[src/rtl/rc4_pkg.sv]
// Shared RC4 key-search definitions: message-length default, plaintext
// character bounds and the message-checker state encoding.
package rc4_pkg;

    localparam int unsigned MSG_LEN_DEFAULT = 32;

    // Plausible plaintext is lowercase ASCII or space
    localparam logic [7:0] CHAR_SPACE  = 8'h20;
    localparam logic [7:0] CHAR_LO_MIN = 8'h61;
    localparam logic [7:0] CHAR_LO_MAX = 8'h7A;

    typedef enum logic [2:0] {
        IDLE  = 3'd0,
        SET   = 3'd1,
        WAIT  = 3'd2,
        CHECK = 3'd3,
        FIN   = 3'd4
    } chk_state_t;

endpackage

[src/rtl/rc4_char_classifier.sv]
// Combinational plaintext character classifier.
// Ports:
//   ch       - byte to classify
//   is_legal - 1 when ch is a space or a lowercase letter 'a'..'z'
module rc4_char_classifier
    import rc4_pkg::*;
(
    input  logic [7:0] ch,
    output logic       is_legal
);

    assign is_legal = (ch == CHAR_SPACE) ||
                      ((ch >= CHAR_LO_MIN) && (ch <= CHAR_LO_MAX));

endmodule

[config.mk]
export PLATFORM = sky130hd
export DESIGN_NAME = rc4_char_classifier
export DESIGN_NICKNAME = d
export VERILOG_FILES = /design/src/rtl/rc4_pkg.sv /design/src/rtl/rc4_char_classifier.sv
export SDC_FILE = /design/constraint.sdc
export NUM_CORES = 1
export LEC_CHECK = 0
export CAP_MARGIN = 20
export CORE_AREA = 3 3 40 42
export DETAILED_ROUTE_END_ITERATION = 12
export DIE_AREA = 0 0 43 45
export SLEW_MARGIN = 15
export SYNTH_ARGS = -nofsm -noshare
export SYNTH_HDL_FRONTEND = slang
export SYNTH_SLANG_ARGS = --single-unit
export TNS_END_PERCENT = 5
[constraint.sdc]
create_clock -name vclk -period 2.2
set_input_delay 0.55 -clock vclk [all_inputs]
set_output_delay 0.55 -clock vclk [all_outputs]
set_load 0.05 [all_outputs]
Word-level counts from Yosys, hierarchy flattened
Index checks and enable logic that the tools add are counted.
{"block": "totals", "ff_bits": 0, "inputBits": 8, "output_inout_bits": 1, "elab_cells": 5}
{"block": "classes", "n_lt_le_gt_ge": 2, "eq_ne": 1, "reduce_logical": 2}
{"operator": "equality test 8 x 6 -> 1 bit (second input constant)", "n": 1}
{"operator": "greater-or-equal comparator 8 x 7 -> 1 bit (second input constant)", "n": 1}
{"operator": "less-or-equal comparator 8 x 7 -> 1 bit (second input constant)", "n": 1}
{"operator": "logical AND 1 bit", "n": 1}
{"operator": "logical OR 1 bit", "n": 1}

Logic depth before layout (Yosys ltp)
{"block": "logic_depth", "word_depth": 3, "depth_mapped": 3, "mapped_depth_nobuf": 3}

Least setup slack after synthesis
Ideal clock, no wire load.
{"block": "synth_timing", "path_kind": "input -> output", "startpoint": "input port ch[1]", "endpoint": "output port is_legal", "arrival_time_ns": 1.495, "required_time_ns": 1.650, "setup_slack_ns": 0.155, "path_stages": 3, "n_path_buf": 0, "path_cell_list": "nor3_2 > o22ai_1 > nor3_2"}
{"block": "synth_between", "elab_chain_cells": 3, "elab_cells_between_ends": 5}
{"item": "start: declaration", "line": "rc4_char_classifier.sv:8", "source": "input logic [7:0] ch,"}
{"item": "greater-or-equal comparator 8 x 7 -> 1 bit or less-or-equal comparator 8 x 7 -> 1 bit (tied branches)", "line": "rc4_char_classifier.sv:13", "source": "((ch >= CHAR_LO_MIN) && (ch <= CHAR_LO_MAX));"}
{"item": "logical AND 1 bit", "line": "rc4_char_classifier.sv:13"}
{"item": "logical OR 1 bit (*)", "line": "rc4_char_classifier.sv:12", "source": "assign is_legal = (ch == CHAR_SPACE) ||"}
{"item": "end: declaration", "line": "rc4_char_classifier.sv:9", "source": "output logic is_legal"}
Mark *: on every way between the ends. The rest lies on a longest branch, timed or not.

Worst setup path in the final report
{"block": "layout_timing", "startpoint": "input port ch[2]", "endpoint": "output port is_legal"}
The elaborated chain is that of the path after synthesis.

==> results.yml <==
worst_setup_path:
  path_class: "input pin to output pin"
  crit_required_ns: 1.65
  crit_path_start_kind: "input pin"
  endpoint_kind: "output pin"
  crit_start: "ch[2]"
  worstPathMaxFanout: 2
  cp.arrival_ns: 1.61
detailed_routing:
  first_pass_iters: 1
  drc_errors: 0
  antenna_left: 0
  drt_iter0_markers: 0
  viasPerCell: 3.18
  vias: 105
  finalWirelength_um: 265
  routedWlPerCell_um: 8.03
sta:
  rsz0062_at_grt: "no"
  finalCritPeriodShare_pct: 98.2
  fin_hold_ws_ns: 1.76
  finalCriticalPeriod_ns: 2.16
  worst-slew-pin-transition_ns: 0.208
  fmax_ghz: 0.463
  drv_slew: 0
  setup_viol: 0
  hold_viol: 0
  slew_headroom_pct: 86.0
final_layout:
  fin_nets: 28
  area_delta_synth_final_pct: 250
  nFlopsAndLatches: 0
  n_fill_cell: 147
  stdcell_count: 33
  final_common_cell: "clkdlybuf4s50_1"
  design_area_um2: 201
  num_antenna_cells: 0
  nClkBuffers: 0
  layout_common_cells: "clkdlybuf4s50_1 (5), dlygate4sd2_1 (3)"
  drive_above_1_share_pct: 50.0
  seq_area_um2: 0
  utilization_pct: 15.7
min_path:
  hold_start: "ch[1]"
  min_path_cells: 5
  hp-class: "input pin to output pin"
  min_to: "is_legal"
grt:
  grtUsageTotal_pct: 2.99
  grt_pass1_vias: 121
  grt_first_pass_wirelength_um: 462
  grt_max_degree: 4
  gr-total-overflow: 0
  antenna_found_initial: 0
die:
  die_w_um: 43
  start_util_pct: 4.48
  die_y_um: 45
  ios: 9
  dieArea_mm2: 0.00194
  core-area_mm2: 0.00128
  core.rowCount: 13
power_and_ir_drop:
  power_density_mw_per_mm2: 158
  power.total_uw: 31.8
  p_leak_nw: 0.0670
  peakVddDrop_mv: 0.0463
synthesis:
  syn_avg_cell_area_um2: 6.40
  syn-instance-count: 9
  synth_cell_type_count: 8
  synth-seq-area-share_pct: 0
  yosys_warnings: 0
  synth_area_um2: 57.6
  syn_nets: 17
placement:
  dp.cells: 33
  port-buffer-count: 9
  gp_congestion: 0.553
  place_area_um2: 176
job:
  drv_cap: 0
cts:
  postCtsSetupBuffers: 0
  ctsHoldBuffers: 0
outcome:
  status: "finished clean"
## logic make-up after synthesis
logic type | after synthesis | synth area share, %
AND/OR/NAND/NOR | 6 | 71.7
AO/OA/AOI/OAI | 3 | 28.3
## worst max-delay path: stages
cell and delay, ns:
clkdlybuf4s50_1 0.45, a21oi_2 0.15, o22ai_2 0.10, nor3_4 0.21, buf_12 0.16
## cell usage after synthesis
cell type / number / area share (%)
nor2b_1: 1 / 11
a21oi_1: 1 / 8.7
nor3_2: 2 / 35
o22ai_1: 1 / 11
nand2_1: 1 / 6.5
nor2_1: 1 / 6.5
o21ai_0: 1 / 8.7
and3_2: 1 / 13
## cell type report
type,count,area (µm²),share of cell area [%]
Timing Repair Buffer,9,96.3,47.8
Tap cell,15,18.8,9.32
Multi-Input combinational cell,9,86.3,42.9
## power by group
part / internal [mW] / switching (mW) / leakage (nW) / total, mW
Sequential: 0 / 0 / 0 / 0
Clock: 0 / 0 / 0 / 0
Combinational: 0.0185 / 0.0133 / 0.0670 / 0.0318
Total: 0.0185 / 0.0133 / 0.0670 / 0.0318
## stage by stage
| step | setup TNS, ns | worst slack, ns |
|---|---|---|
| 6_report | 0 | 0.0403 |
| 4_1_cts | 0 | 0.00546 |
| 5_1_grt | 0 | 0.00305 |
| 2_1_floorplan | 0 | 0.155 |
| 3_5_place_dp | -0.0937 | -0.0937 |
| 3_3_place_gp | -0.0604 | -0.0604 |
## metal layers
metal	vias to the layer above	part of all wire (%)	GRT usage, %
li1	53	-	-
met2	9	39	5.99
met5	-	0	0
met3	0	15	0.398
met1	43	45	3.58
met4	0	0	0
## what timing repair did
item | in CTS | in global routing
pin swaps | 1 | 1
cloned | 0 | 0
gates resized for setup | 6 | 5
setup endpoints to repair | 1 | 1
## worst max path at each step
stage,endpoint,slack (ns)
6_report,is_legal,0.04
5_1_grt,is_legal,0.003
4_1_cts,is_legal,0.005
3_5_place_dp,is_legal,-0.09
3_3_place_gp,is_legal,-0.06
2_1_floorplan,is_legal,0.16
No activity file was read; power rests on OpenSTA's default activity.
